File: src/rtl/pe_ctrl_pkg.sv
// Shared types for the PE sequencing controller:
// state encoding, address-source selects and the output bundle.
package pe_ctrl_pkg;

   typedef enum logic [3:0] {
      IDLE, CLR, FILT, TMP, WIN, MINIT,
      CALC, PUSH, CHK, WRO, WRC, FIN
   } state_t;

   localparam logic [1:0] SEL_TEMP = 2'b00;
   localparam logic [1:0] SEL_FILT = 2'b01;
   localparam logic [1:0] SEL_OFM  = 2'b10;

   typedef struct packed {
      logic       ldAdr;
      logic       rstX;
      logic       rstWR;
      logic       ldWR;
      logic       rstCalc;
      logic       enCalc;
      logic       WEview;
      logic       REview;
      logic       WEFilter;
      logic       REFilter;
      logic       WETemp;
      logic       RETemp;
      logic       rstTemp;
      logic       rstFilter;
      logic       lastWR;
      logic [1:0] sel;
      logic       WEofm;
      logic       busy;
      logic       done;
   } ctrl_t;

   // Decoded from the state being entered so strobes line up with it.
   function automatic ctrl_t decode(state_t s, logic last);
      ctrl_t c;
      c = '0;
      c.sel = SEL_TEMP;
      c.busy = (s != IDLE);
      case (s)
         CLR: begin
            c.rstX = 1'b1;
            c.rstWR = 1'b1;
            c.rstCalc = 1'b1;
            c.rstTemp = 1'b1;
            c.rstFilter = 1'b1;
         end
         FILT: begin
            c.sel = SEL_FILT;
            c.ldAdr = 1'b1;
            c.WEFilter = 1'b1;
         end
         TMP: begin
            c.sel = SEL_TEMP;
            c.ldAdr = 1'b1;
            c.WETemp = 1'b1;
         end
         WIN: begin
            c.RETemp = 1'b1;
            c.WEview = 1'b1;
         end
         MINIT: c.rstCalc = 1'b1;
         CALC: begin
            c.enCalc = 1'b1;
            c.REview = 1'b1;
            c.REFilter = 1'b1;
         end
         PUSH: begin
            c.ldWR = 1'b1;
            c.lastWR = last;
         end
         WRO: begin
            c.sel = SEL_OFM;
            c.ldAdr = 1'b1;
            c.WEofm = 1'b1;
         end
         WRC: c.rstWR = 1'b1;
         FIN: c.done = 1'b1;
         default: ;
      endcase
      return c;
   endfunction

endpackage

File: src/rtl/pe_controller_if.sv
// Control/status bundle between the controller and one PE.
// master = controller side, slave = PE side.
interface pe_controller_if;

   logic       doneAdr;
   logic       fullWR;
   logic       macDone;
   logic       fullFilter;
   logic       fullTemp;
   logic       emptyTemp;
   logic       ldAdr;
   logic       rstX;
   logic       rstWR;
   logic       ldWR;
   logic       rstCalc;
   logic       enCalc;
   logic       WEview;
   logic       REview;
   logic       WEFilter;
   logic       REFilter;
   logic       WETemp;
   logic       RETemp;
   logic       rstTemp;
   logic       rstFilter;
   logic       lastWR;
   logic [1:0] sel;
   logic       WEofm;

   modport master (
      input  doneAdr, fullWR, macDone,
      input  fullFilter, fullTemp, emptyTemp,
      output ldAdr, rstX, rstWR, ldWR,
      output rstCalc, enCalc, WEview, REview,
      output WEFilter, REFilter, WETemp, RETemp,
      output rstTemp, rstFilter, lastWR, sel, WEofm
   );

   modport slave (
      output doneAdr, fullWR, macDone,
      output fullFilter, fullTemp, emptyTemp,
      input  ldAdr, rstX, rstWR, ldWR,
      input  rstCalc, enCalc, WEview, REview,
      input  WEFilter, REFilter, WETemp, RETemp,
      input  rstTemp, rstFilter, lastWR, sel, WEofm
   );

endinterface

File: src/rtl/pe_win_counter.sv
// Window counter for one run; flags the last window
// and the point where every window has been pushed.
module pe_win_counter #(
   parameter int NUM_WINDOWS = 16,
   parameter int CNT_W = 8
) (
   input  logic clk,
   input  logic rst,
   input  logic clr,
   input  logic inc,
   output logic last,
   output logic all
);

   logic [CNT_W-1:0] cnt;

   always_ff @(posedge clk) begin
      if (rst || clr) cnt <= '0;
      else if (inc) cnt <= cnt + 1'b1;
   end

   assign last = (cnt == CNT_W'(NUM_WINDOWS - 1));
   assign all  = (cnt == CNT_W'(NUM_WINDOWS));

endmodule

File: src/rtl/pe_controller.sv
// Sequences one PE: clear, fill filter/temp, window,
// MAC, pack into the write-result register, write OFM.
module pe_controller
   import pe_ctrl_pkg::*;
#(
   parameter int NUM_WINDOWS = 16,
   parameter int CNT_W = 8
) (
   input  logic clk,
   input  logic rst,
   input  logic start,
   pe_controller_if.master pe,
   output logic busy,
   output logic done
);

   state_t state, nxt;
   ctrl_t ctrl;
   logic winLast, winAll;

   pe_win_counter #(
      .NUM_WINDOWS(NUM_WINDOWS),
      .CNT_W(CNT_W)
   ) winCounter (
      .clk(clk),
      .rst(rst),
      .clr(state == CLR),
      .inc(state == PUSH),
      .last(winLast),
      .all(winAll)
   );

   // winAll already reflects the increment made in PUSH when CHK runs.
   always_comb begin
      nxt = state;
      case (state)
         IDLE:  if (start) nxt = CLR;
         CLR:   nxt = FILT;
         FILT:  if (pe.fullFilter) nxt = TMP;
         TMP:   if (pe.fullTemp) nxt = WIN;
         WIN:   nxt = MINIT;
         MINIT: nxt = CALC;
         CALC:  if (pe.macDone) nxt = PUSH;
         PUSH:  nxt = CHK;
         CHK: begin
            if (pe.fullWR || winAll) nxt = WRO;
            else nxt = pe.emptyTemp ? TMP : WIN;
         end
         WRO:   nxt = WRC;
         WRC: begin
            if (winAll) nxt = FIN;
            else nxt = pe.emptyTemp ? TMP : WIN;
         end
         FIN:   nxt = IDLE;
         default: nxt = IDLE;
      endcase
   end

   always_ff @(posedge clk) begin
      if (rst) begin
         state <= IDLE;
         ctrl <= '0;
      end else begin
         state <= nxt;
         ctrl <= decode(nxt, winLast);
      end
   end

   assign pe.ldAdr     = ctrl.ldAdr;
   assign pe.rstX      = ctrl.rstX;
   assign pe.rstWR     = ctrl.rstWR;
   assign pe.ldWR      = ctrl.ldWR;
   assign pe.rstCalc   = ctrl.rstCalc;
   assign pe.enCalc    = ctrl.enCalc;
   assign pe.WEview    = ctrl.WEview;
   assign pe.REview    = ctrl.REview;
   assign pe.WEFilter  = ctrl.WEFilter;
   assign pe.REFilter  = ctrl.REFilter;
   assign pe.WETemp    = ctrl.WETemp;
   assign pe.RETemp    = ctrl.RETemp;
   assign pe.rstTemp   = ctrl.rstTemp;
   assign pe.rstFilter = ctrl.rstFilter;
   assign pe.lastWR    = ctrl.lastWR;
   assign pe.sel       = ctrl.sel;
   assign pe.WEofm     = ctrl.WEofm;
   assign busy         = ctrl.busy;
   assign done         = ctrl.done;

endmodule

File: src/flat_wrapper.sv
// flat-port wrapper written by rule: the top's interface ports become plain ports
module pe_controller_flat import pe_ctrl_pkg::*;
#(
   parameter int NUM_WINDOWS = 16,
   parameter int CNT_W = 8
)
  (clk, rst, start, busy, done, pe_doneAdr, pe_fullWR, pe_macDone, pe_fullFilter, pe_fullTemp, pe_emptyTemp, pe_ldAdr, pe_rstX, pe_rstWR, pe_ldWR, pe_rstCalc, pe_enCalc, pe_WEview, pe_REview, pe_WEFilter, pe_REFilter, pe_WETemp, pe_RETemp, pe_rstTemp, pe_rstFilter, pe_lastWR, pe_sel, pe_WEofm);
  pe_controller_if pe_i ();
  input  logic clk;
  input  logic rst;
  input  logic start;
  output logic busy;
  output logic done;
  input wire logic [$bits(pe_i.doneAdr)-1:0] pe_doneAdr;
  input wire logic [$bits(pe_i.fullWR)-1:0] pe_fullWR;
  input wire logic [$bits(pe_i.macDone)-1:0] pe_macDone;
  input wire logic [$bits(pe_i.fullFilter)-1:0] pe_fullFilter;
  input wire logic [$bits(pe_i.fullTemp)-1:0] pe_fullTemp;
  input wire logic [$bits(pe_i.emptyTemp)-1:0] pe_emptyTemp;
  output wire logic [$bits(pe_i.ldAdr)-1:0] pe_ldAdr;
  output wire logic [$bits(pe_i.rstX)-1:0] pe_rstX;
  output wire logic [$bits(pe_i.rstWR)-1:0] pe_rstWR;
  output wire logic [$bits(pe_i.ldWR)-1:0] pe_ldWR;
  output wire logic [$bits(pe_i.rstCalc)-1:0] pe_rstCalc;
  output wire logic [$bits(pe_i.enCalc)-1:0] pe_enCalc;
  output wire logic [$bits(pe_i.WEview)-1:0] pe_WEview;
  output wire logic [$bits(pe_i.REview)-1:0] pe_REview;
  output wire logic [$bits(pe_i.WEFilter)-1:0] pe_WEFilter;
  output wire logic [$bits(pe_i.REFilter)-1:0] pe_REFilter;
  output wire logic [$bits(pe_i.WETemp)-1:0] pe_WETemp;
  output wire logic [$bits(pe_i.RETemp)-1:0] pe_RETemp;
  output wire logic [$bits(pe_i.rstTemp)-1:0] pe_rstTemp;
  output wire logic [$bits(pe_i.rstFilter)-1:0] pe_rstFilter;
  output wire logic [$bits(pe_i.lastWR)-1:0] pe_lastWR;
  output wire logic [$bits(pe_i.sel)-1:0] pe_sel;
  output wire logic [$bits(pe_i.WEofm)-1:0] pe_WEofm;
  assign pe_i.doneAdr = pe_doneAdr;
  assign pe_i.fullWR = pe_fullWR;
  assign pe_i.macDone = pe_macDone;
  assign pe_i.fullFilter = pe_fullFilter;
  assign pe_i.fullTemp = pe_fullTemp;
  assign pe_i.emptyTemp = pe_emptyTemp;
  assign pe_ldAdr = pe_i.ldAdr;
  assign pe_rstX = pe_i.rstX;
  assign pe_rstWR = pe_i.rstWR;
  assign pe_ldWR = pe_i.ldWR;
  assign pe_rstCalc = pe_i.rstCalc;
  assign pe_enCalc = pe_i.enCalc;
  assign pe_WEview = pe_i.WEview;
  assign pe_REview = pe_i.REview;
  assign pe_WEFilter = pe_i.WEFilter;
  assign pe_REFilter = pe_i.REFilter;
  assign pe_WETemp = pe_i.WETemp;
  assign pe_RETemp = pe_i.RETemp;
  assign pe_rstTemp = pe_i.rstTemp;
  assign pe_rstFilter = pe_i.rstFilter;
  assign pe_lastWR = pe_i.lastWR;
  assign pe_sel = pe_i.sel;
  assign pe_WEofm = pe_i.WEofm;
  pe_controller #(.NUM_WINDOWS(NUM_WINDOWS), .CNT_W(CNT_W)) u_core (.clk(clk), .rst(rst), .start(start), .pe(pe_i), .busy(busy), .done(done));
endmodule
File: config.mk
export PLATFORM = sky130hd
export DESIGN_NAME = pe_controller_flat
export DESIGN_NICKNAME = d
export VERILOG_FILES = /design/src/rtl/pe_ctrl_pkg.sv /design/src/rtl/pe_controller_if.sv /design/src/rtl/pe_win_counter.sv /design/src/rtl/pe_controller.sv /design/src/flat_wrapper.sv
export SDC_FILE = /design/constraint.sdc
export NUM_CORES = 1
export LEC_CHECK = 0
export CORE_ASPECT_RATIO = 2
export CORE_MARGIN = 1.5
export CORE_UTILIZATION = 35
export DETAILED_ROUTE_END_ITERATION = 12
export MAX_ROUTING_LAYER = met4
export REMOVE_ABC_BUFFERS = 1
export SLEW_MARGIN = 20
export SYNTH_ARGS = -nofsm -noshare
export SYNTH_HDL_FRONTEND = slang
export SYNTH_SLANG_ARGS = --single-unit
File: constraint.sdc
create_clock -name clk -period 2.1 [get_ports clk]
set_input_delay 0.63 -clock clk [delete_from_list [all_inputs] [get_ports clk]]
set_output_delay 0.63 -clock clk [all_outputs]
set_load 0.01 [all_outputs]
==> flow_summary.yaml, run 1 <==
sta:
  tightest_slew_ns: 0.396
  layout_setup_ws_ns: 0.0860
  fmax_mhz: 497
  maxSlewViolCount: 0
  hold_viol: 0
  relSlewSlack_pct: 73.4
  rsz0062_at_grt: "true"
  final-setup-viol-count: 0
  timing.final.crit_share_pct: 95.9
  fin_skew_ns: 0.00175
  min_period_ns: 2.01
cells_and_area:
  mostFrequentLayoutCell: "dfxtp_1"
  n_antenna_cell: 0
  utilization_pct: 46.8
  fill_cells: 381
  seq_area_um2: 520
  layout_common_cells: "26 x dfxtp_1, 25 x clkdlybuf4s50_1, 13 x buf_4"
  drive_above_1_share_pct: 21.9
  nNetsFinal: 182
  area_growth_syn_to_layout_pct: 30.5
  multiInputGateArea_um2: 656
floorplan:
  io_pins: 29
  rows: 31
  initial_core_util_pct: 35.9
  die_area_um2: 4050
  die_y_um: 88.6
  core_um2: 3570
  die_w_um: 45.8
grt:
  grt_pass1_vias: 1117
  grt_first_pass_wirelength_um: 4720
  grt-ovfl-total: 0
  grt_max_degree: 14
  antenna_found_initial: 0
  grtUsageTotal_pct: 16.0
route:
  wire_per_inst_um: 12.4
  drc: 0
  wl_um: 2700
  antenna_left: 0
  first_pass_iters: 3
  dr_wl_met3_um: 66
  met2_wirelength_um: 1560
  via_per_inst: 4.94
  drtIter0Drc: 15
  vias: 1077
  wl_met1_um: 1010
  top_layer_used: "met4"
cts:
  clockRootBuffer: "clkbuf_8"
  htreeDepth: 1
  clk_pin_slew_ns: 0.08
  cts_sinks: 26
  cts_made_buffers: 3
  cts_tree: "yes"
  ctsHoldBuffers: 0
  cts_buffer_depth: 2
  insertion_delay_ns: 0.26
place:
  hpwl_um: 2210
  place_ws_ns: -0.297
  place_congestion: 0.810
  port_buffers: 27
setup_path:
  crit_arrival_ns: 2.18
  crit_path_end_kind: "flip-flop"
  path_max_fanout: 4
  cp.required_ns: 2.26
  critPathLaunchType: "primary input"
  path_class: "primary input to flip-flop"
pwr:
  p_total_mw: 1.04
  p_leak_nw: 0.588
  ir_drop_mv: 0.379
  power.density_nw_per_um2: 622
logic_synthesis:
  yosysSeqAreaShare_pct: 40.6
  synth_edf_count: 0
  synthCells: 138
  syn_area_um2: 1280
  syn_area_per_cell_um2: 9.28
  async_flop_share_pct: 0
  yosysWarnings: 0
  synth-seq-cells: 26
  synth_flop_cell: "dfxtp_1"
  synth_cell_types: 52
worst_hold_path:
  hold_path_class: "flip-flop to flip-flop"
status:
  outcome: "finished, final reports clean"
job:
  cap_violations: 0
[flip-flops by register name (all words and copies together) (netlist names)]
register,count
u_core.winCounter.cnt,8
u_core.state,4
u_core.busy,1
u_core.done,1
u_core.pe.WEFilter,1
u_core.pe.WETemp,1
u_core.pe.WEofm,1
u_core.pe.WEview,1
u_core.pe.enCalc,1
u_core.pe.lastWR,1
u_core.pe.ldAdr,1
u_core.pe.ldWR,1
u_core.pe.rstCalc,1
u_core.pe.rstFilter,1
u_core.pe.rstWR,1
u_core.pe.sel,1
[synthesized netlist by cell type, types with 2 or more instances]
| master | number | share of area (%) |
|---|---|---|
| or3_1 | 2 | 0.98 |
| o21ai_0 | 5 | 2.0 |
| a21boi_0 | 2 | 1.2 |
| nor3_1 | 3 | 1.2 |
| nor2_1 | 13 | 3.8 |
| xor2_1 | 2 | 1.4 |
| dfxtp_1 | 26 | 41 |
| o31ai_1 | 2 | 1.2 |
| nor4_1 | 3 | 1.5 |
| o21a_1 | 2 | 1.2 |
| or4_1 | 2 | 1.2 |
| nand2_1 | 10 | 2.9 |
| ha_1 | 2 | 2.0 |
| a21oi_1 | 9 | 3.5 |
| or3_4 | 3 | 2.6 |
| inv_1 | 4 | 1.2 |
| nand3_1 | 2 | 0.78 |
| buf_4 | 6 | 3.5 |
| o211ai_1 | 2 | 1.2 |
| xnor2_1 | 3 | 2.1 |
| clkbuf_1 | 2 | 0.59 |
| buf_6 | 2 | 1.8 |
| buf_2 | 2 | 0.78 |
[cells by family after synthesis]
kind of cell | synth area share (%)
AOI/OAI and AO/OA | 14.8
muxes | 0.781
xor gates and xnor gates | 3.42
adders and majority gates | 1.95
and+or+nand+nor | 29.9
buffers and inverters | 8.49
DFF | 40.6
[power by group]
part / internal, mW / switching (mW)
Clock: 0.128 / 0.144
Sequential: 0.518 / 0.0179
Combinational: 0.125 / 0.107
Total: 0.771 / 0.269
[worst max-delay path, cell delays in order]
cell	delay [ns]
clkdlybuf4s50_1	0.41
or3b_2	0.43
a21oi_1	0.23
o21a_2	0.21
nor2_1	0.08
and3_1	0.18
[per-stage QoR]
| stage | cell area (um^2) | cells | hold WS [ns] | setup TNS, ns |
|---|---|---|---|---|
| global placement | 1630 | 215 | 0.472 | -3.52 |
| global route | 1670 | 218 | 0.534 | -0.0117 |
| CTS | 1670 | 218 | 0.498 | 0 |
| detailed placement | 1630 | 215 | 0.485 | -3.62 |
| finish | 1670 | 218 | 0.495 | 0 |
| floorplan | 1200 | 126 | 0.462 | 0 |
[path summary, 6_finish.rpt]
kind,start,endpoint,slack [ns],cells after the start
worst min register to register,u_core.winCounter.cnt[0]$_SDFFE_PP0P_,u_core.winCounter.cnt[0]$_SDFFE_PP0P_,0.49,2
worst max-delay path,pe_fullTemp,u_core.pe.WEview$_SDFF_PP0_,0.09,6
worst min-delay path,u_core.winCounter.cnt[0]$_SDFFE_PP0P_,u_core.winCounter.cnt[0]$_SDFFE_PP0P_,0.49,2
worst max register to register,u_core.state[3]$_SDFF_PP0_,u_core.pe.lastWR$_SDFF_PP0_,0.16,5
[repair_timing]
action                                  4_1_cts  5_1_grt
resized for setup                             1        4
endpoints found under the setup margin        1       10
endpoints found under the hold margin         0        0
setup buffers                                 0        0
pin swaps                                     1        2
[routing by layer]
metal	vias to the layer above	track usage, %
met2	23	29.7
met3	8	2.04
met1	500	15.5
li1	546	-
met4	0	7.01
met5	-	-
[final cells by class]
cell class              count  share of cell area (%)
flip-flops and latches     26                    31.1
inverters                   6                    1.42
multi-input cells          94                    39.2
well taps                  49                    3.67
clock buffers               3                    2.47
repair buffers             40                    22.1
No activity file was read; power rests on OpenSTA's default activity.
==> run 2: changes to the inputs <==
--- a/config.mk
+++ b/config.mk
@@ -5,6 +5,7 @@
 export SDC_FILE = /design/constraint.sdc
 export NUM_CORES = 1
 export LEC_CHECK = 0
+export ABC_CLOCK_PERIOD_IN_PS = 2100
 export CORE_ASPECT_RATIO = 2
 export CORE_MARGIN = 1.5
 export CORE_UTILIZATION = 35
==> results of run 2 <==
No change in the layout: final DEF, timing and power equal those of run 1.
==> run 3: changes to the inputs <==
--- a/config.mk
+++ b/config.mk
@@ -16,3 +16,4 @@
 export SYNTH_ARGS = -nofsm -noshare
 export SYNTH_HDL_FRONTEND = slang
 export SYNTH_SLANG_ARGS = --single-unit
+export TNS_END_PERCENT = 30
==> run 3 against run 2 <==
  * Non-clock buffer count unchanged
  * Critical endpoint unchanged
  * Final cell count unchanged
  * Largest cell class unchanged
  * Hold slack better by 0.0010 ns
  * Flip-flop and latch count unchanged
  * Global-route usage unchanged
  * Sequential share of layout area about the same
  * Sequential power about the same
  * Register-to-register slack better by 0.05 ns
==> flow_summary.yaml, run 3 (synthesis gave the netlist of run 1 again) <==
status:
  outcome: "finished, final reports clean"
worst_hold_path:
  hold_path_end: "u_core.winCounter.cnt[0]$_SDFFE_PP0P_"
  hold_path_class: "flip-flop to flip-flop"
  hold_depth: 2
  hp-start: "u_core.winCounter.cnt[0]$_SDFFE_PP0P_"
floorplan:
  core_um2: 3570
  initial_core_util_pct: 35.9
  io_pins: 29
  die_area_um2: 4050
  die_y_um: 88.6
  die_w_um: 45.8
  rows: 31
place:
  hpwl_um: 2210
  place_congestion: 0.810
  place_inst: 215
  port_buffers: 27
sta:
  maxSlewViolCount: 0
  relSlewSlack_pct: 73.5
  final-setup-viol-count: 0
  setup_tns_ns: 0
  timing.final.crit_share_pct: 97.0
  fmax_mhz: 491
  fin_skew_ns: 0.00172
  min_period_ns: 2.04
  rsz0062_at_grt: "true"
  tightest_slew_ns: 0.395
  hold_viol: 0
  whs_ns: 0.496
route:
  first_pass_iters: 3
  drtIter0Drc: 10
  wire_per_inst_um: 12.4
  via_per_inst: 4.94
  vias: 1078
  wl_um: 2700
  antenna_left: 0
  drc: 0
cts:
  cts_buffer_depth: 2
  clockRootBuffer: "clkbuf_8"
  cts_sinks: 26
  htreeDepth: 1
  cts_made_buffers: 3
  cts_setup_buffers: 0
  cts_tree: "yes"
  clk_pin_slew_ns: 0.08
  insertion_delay_ns: 0.26
setup_path:
  startpoint: "pe_fullWR"
  critPathLaunchType: "primary input"
  worst_path_max_delay_cell: "clkdlybuf4s50_1"
  r2r-end: "u_core.pe.WEview$_SDFF_PP0_"
  rrSetupSlack_ns: 0.21
  critPathMaxStageDelay_ns: 0.41
  r2r_cells: 6
  crit_path_end_kind: "flip-flop"
  r2r_start: "u_core.state[3]$_SDFF_PP0_"
  path_class: "primary input to flip-flop"
  path_max_fanout: 4
  cp_cell_sequence: "clkdlybuf4s50_1, nor2b_1, or4_1, o22a_2, or2_4, clkinv_2, and3_1"
  cp.required_ns: 2.31
  crit_arrival_ns: 2.25
cells_and_area:
  stdcell_count: 218
  area_growth_syn_to_layout_pct: 30.3
  n_antenna_cell: 0
  fill_cells: 382
  largestRegisters: "u_core.winCounter.cnt x8, u_core.state x4"
  largest-register: "u_core.winCounter.cnt"
  drive_above_1_share_pct: 21.9
  layout_common_cells: "26 x clkdlybuf4s50_1, 26 x dfxtp_1, 13 x buf_4"
  largest_reg_flops: 8
  nNetsFinal: 182
pwr:
  p_leak_nw: 0.580
  power.density_nw_per_um2: 624
  ir_drop_mv: 0.379
grt:
  grt-ovfl-total: 0
  grt_pass1_vias: 1117
  grt_first_pass_wirelength_um: 4720
  grt_max_degree: 14
  grtUsageTotal_pct: 16.0
  antenna_found_initial: 0
job:
  cap_violations: 0
run 3: metrics by stage:
stage | setup slack, ns | power [mW] | cell area (um^2) | utilization [%]
floorplan | 0.234 | 0.655 | 1200 | -
detailed placement | -0.297 | 0.781 | 1630 | 45.5
CTS | 0.00428 | 1.05 | 1670 | 46.7
finish | 0.0633 | 1.04 | 1670 | 46.8
global route | -0.0141 | 1.09 | 1670 | 46.8
global placement | -0.278 | 0.776 | 1630 | 45.5
run 3: timing repair:
item / CTS / global route
endpoints found under the setup margin: 1 / 10
gates resized for setup: 1 / 3
hold buffers: 0 / 0
pin swaps: 1 / 1
run 3: worst max-delay path by stage:
stage	endpoint	slack [ns]	cells after the start
after floorplan	u_core.pe.lastWR$_SDFF_PP0_	0.23	5
after detailed placement	u_core.pe.lastWR$_SDFF_PP0_	-0.30	5
after global routing	u_core.pe.WEview$_SDFF_PP0_	-0.01	7
final	u_core.pe.WEview$_SDFF_PP0_	0.06	7
after CTS	u_core.pe.WETemp$_SDFF_PP0_	0.004	5
after global placement	u_core.pe.WETemp$_SDFF_PP0_	-0.28	5
run 3: per-layer routing:
| layer | global-route usage [%] | part of all wire (%) | up-vias |
|---|---|---|---|
| li1 | - | - | 545 |
| met1 | 15.5 | 37 | 502 |
| met2 | 29.7 | 58 | 23 |
| met3 | 2.04 | 2.4 | 8 |
| met4 | 7.01 | 2.7 | 0 |
| met5 | - | 0 | - |
run 3: cell type report:
type | instances | area [um^2] | area share, %
sequential | 26 | 520 | 31.2
tap | 49 | 61.3 | 3.67
clock buffer | 3 | 41.3 | 2.47
timing repair buffer | 40 | 367 | 22.0
inverter | 6 | 23.8 | 1.42
multi-input combinational | 94 | 656 | 39.3
run 3: where the power goes:
group / internal (mW) / switching [mW]
Combinational: 0.125 / 0.107
Sequential: 0.518 / 0.0181
Clock: 0.128 / 0.144
run 3: worst max-delay path: cells and delay by family:
kind | cells | cell delay, ns
AO/OA/AOI/OAI | 1 | 0.22
buffers and inverters | 2 | 0.46
AND/OR/NAND/NOR | 4 | 0.93
==> RTL change: new RTL, settings of run 3 <==
`CNT_W` is set to 8 in 3 places; all go to 10.
--- a/src/rtl/pe_win_counter.sv
+++ b/src/rtl/pe_win_counter.sv
@@ -2,7 +2,7 @@
 // and the point where every window has been pushed.
 module pe_win_counter #(
    parameter int NUM_WINDOWS = 16,
-   parameter int CNT_W = 8
+   parameter int CNT_W = 10
 ) (
    input  logic clk,
    input  logic rst,
--- a/src/rtl/pe_controller.sv
+++ b/src/rtl/pe_controller.sv
@@ -4,7 +4,7 @@
    import pe_ctrl_pkg::*;
 #(
    parameter int NUM_WINDOWS = 16,
-   parameter int CNT_W = 8
+   parameter int CNT_W = 10
 ) (
    input  logic clk,
    input  logic rst,
--- a/src/flat_wrapper.sv
+++ b/src/flat_wrapper.sv
@@ -2,7 +2,7 @@
 module pe_controller_flat import pe_ctrl_pkg::*;
 #(
    parameter int NUM_WINDOWS = 16,
-   parameter int CNT_W = 8
+   parameter int CNT_W = 10
 )
   (clk, rst, start, busy, done, pe_doneAdr, pe_fullWR, pe_macDone, pe_fullFilter, pe_fullTemp, pe_emptyTemp, pe_ldAdr, pe_rstX, pe_rstWR, pe_ldWR, pe_rstCalc, pe_enCalc, pe_WEview, pe_REview, pe_WEFilter, pe_REFilter, pe_WETemp, pe_RETemp, pe_rstTemp, pe_rstFilter, pe_lastWR, pe_sel, pe_WEofm);
   pe_controller_if pe_i ();
Behaviour: same outputs for any inputs over 10 cycles, from zero or initial values and one cycle with rst high; that may be too few to reach the edited logic, so the function may still have changed.
==> RTL change against run 3 <==
Final area up 2.5%. Area after synthesis increased by 2.6%. Routed wire length up 1.3%. Sequential cell count grew 2. Setup slack improved by 75 ps. Total power increased by 5.9%. Sequential share of layout area rose by 1.6 points. Die area grew 2.5%. Critical path depth down 1. Critical path type unchanged. Highest routed layer unchanged. Clock power rose by 19%.
==> RTL change: results (changes against run 3) <==
- The final clock skew came to 2.39 ps (+0.670 ps).
- The largest registers in the layout are u_core.winCounter.cnt (10), u_core.state (4).
- The maximum level of the CTS H-tree is 1 (unchanged).
- The wire length of the first global-routing pass is 4600 um (-2.5%).
- Broken down by cell family, the worst path's largest delay share belongs to simple AND/OR/NAND/NOR gates.
- The register area share after synthesis came to 42.6% (+2.0 points).
- The leakage power is 0.654 nW (+13%).
- The fill cell instance count of the final layout is 350 (-8.4%).
- The HPWL reported at the end of detailed placement is 2150 um (-2.9%).
- The final-report setup violation count came to 0 (unchanged).
- The smallest hold slack is 540 ps (+44.3 ps).
- The cell chosen for the clock root is sky130_fd_sc_hd__clkbuf_8.
- The prevailing post-synth register cell is sky130_fd_sc_hd__dfxtp_1.
- The maximum number of pins on one net before global-route repair is 16 (+2).
- The layout net count is 185 (+1.6%).
- The largest fanout on the critical path is 5 (+1).
- The register-to-register setup slack is 190 ps (-20 ps).
- The number of antenna cells inserted is 0 (unchanged).
- The total via count after detailed routing is 1,105 (+2.5%).
- The initial antenna violation count is 0 (unchanged).
- Ranked by total cell area, the synthesized netlist is headed by sky130_fd_sc_hd__dfxtp_1, sky130_fd_sc_hd__nor2_1, sky130_fd_sc_hd__buf_4.
- The count of input and output buffers is 27 (unchanged).
- The final estimated routing congestion in global placement was 0.749 (-7.5%).
- The flow ran to the end, and the final reports show no timing, DRC or antenna violations.
- The insertion delay to the later sink of the worst-skew pair is 270 ps.
- The path class of the lowest-slack min-delay path is reg2reg.
- The violation count after the first detailed-routing iteration came to 11 (+1).
- The share of post-route cells with drive strength above 1 is 16.8% (-5.1 points).
- The buffer count from post-CTS setup fixing is 0 (unchanged).
- The detailed-route wire length is 2740 um (+1.3%).
- After clock tree synthesis, the clock-pin slew on the worst setup and hold paths is 90 ps.
- The share of flip-flops with an asynchronous set or reset is 0% (unchanged).
- The buffer levels on the longest clock path is 2 (unchanged).
- The delay of the slowest critical-path stage is 410 ps (about the same).
- The relative slew slack was 72.2% (-1.2 points).
- The achievable frequency is 0.510 GHz (+3.8%).
- The worst setup slack before clock tree synthesis is -162 ps (+135 ps).
- The peak supply drop is 430 uV (+14%).
- After synthesis, the most frequently instantiated cells are sky130_fd_sc_hd__dfxtp_1, sky130_fd_sc_hd__nor2_1, sky130_fd_sc_hd__nand2_1, sky130_fd_sc_hd__a21oi_1, sky130_fd_sc_hd__buf_4.
- The slowest cell on the critical path is sky130_fd_sc_hd__clkdlybuf4s50_1.
- The count of unique library cells instantiated by Yosys came to 44 (-15%).
- The first-pass detailed-route iteration total is 4 (+1).
- The total global routing track utilization is 15.7% (-0.27 points).
- The total CTS buffers came to 3 (unchanged).
- The number of synthesis warnings is 0 (unchanged).
- The post-place instance area is 1650 um2 (+1.5%).
- The endpoint arrival time on the critical path was 2180 ps (-70 ps).
-- RTL change: changes by cell type after synthesis, moves of 3 or more --
cell / before / now
sky130_fd_sc_hd__nor2_1: 13 / 18
sky130_fd_sc_hd__xor2_1: 2 / 5
sky130_fd_sc_hd__nor3b_1: 0 / 3
sky130_fd_sc_hd__or3_4: 3 / 0
sky130_fd_sc_hd__nand3b_1: 1 / 5
-- RTL change: final cells by class --
type / count / area, um2 / area share (%)
Tap cell: 49 / 61.3 / 3.58
Clock buffer: 4 / 55.1 / 3.22
Multi-Input combinational cell: 97 / 659 / 38.5
Inverter: 6 / 22.5 / 1.32
Timing Repair Buffer: 38 / 353 / 20.6
Sequential cell: 28 / 561 / 32.7
-- RTL change: logic make-up (layout without fill, tap and decap cells) --
kind of cell | count (synthesis) | after routing | share of synthesized area, %
adder cells (fa/ha/maj) | 2 | 2 | 1.90
flip-flops | 28 | 28 | 42.6
buffers and inverters | 19 | 48 | 7.71
AND/OR/NAND/NOR | 65 | 65 | 31.4
XOR/XNOR | 7 | 7 | 4.66
AO/OA/AOI/OAI | 22 | 22 | 10.9
multiplexers | 1 | 1 | 0.761
-- RTL change: report_power, final --
part	switching (mW)	internal [mW]	total (mW)	leakage [nW]
Clock	0.156	0.168	0.324	0.0288
Sequential	0.0222	0.554	0.576	0.227
Combinational	0.0873	0.115	0.202	0.398
-- RTL change: path summary, 6_finish.rpt --
kind                                            endpoint                startpoint  cells past startpoint
worst min register to register  u_core.winCounter.cnt[6]  u_core.winCounter.cnt[6]                      2
worst max register to register          u_core.pe.WEview           u_core.state[3]                      6
worst min-delay path            u_core.winCounter.cnt[6]  u_core.winCounter.cnt[6]                      2
worst max-delay path                    u_core.pe.sel[0]               pe_fullTemp                      6
-- RTL change: worst reg2reg max path, cell delays in order, from the launching register on --
cell                       delay [ps]
sky130_fd_sc_hd__dfxtp_1          550
sky130_fd_sc_hd__nor3b_1          390
sky130_fd_sc_hd__nand3b_1         120
sky130_fd_sc_hd__o22a_2           230
sky130_fd_sc_hd__or2_2            310
sky130_fd_sc_hd__inv_1            110
sky130_fd_sc_hd__and3_1           150
-- RTL change: stage by stage --
stage               utilization, %  instances  total power [mW]
floorplan                        -        131             0.670
global route                  47.5        222              1.15
global placement              45.8        218             0.787
finish                        47.5        222              1.10
CTS                           47.3        222              1.11
detailed placement            45.8        218             0.790
-- RTL change: repair_timing --
action                     4_1_cts  5_1_grt
gates resized for setup          0        1
hold buffers                     0        0
setup endpoints to repair        0        1
-- RTL change: metal layers --
metal  track usage [%]  part of all wire, %  vias up
li1                  -                    -      553
met1              13.6                   36      527
met2              30.9                   59       21
met3              1.80                  2.5        4
met4              7.01                  1.9        0
met5                 -                    0        -
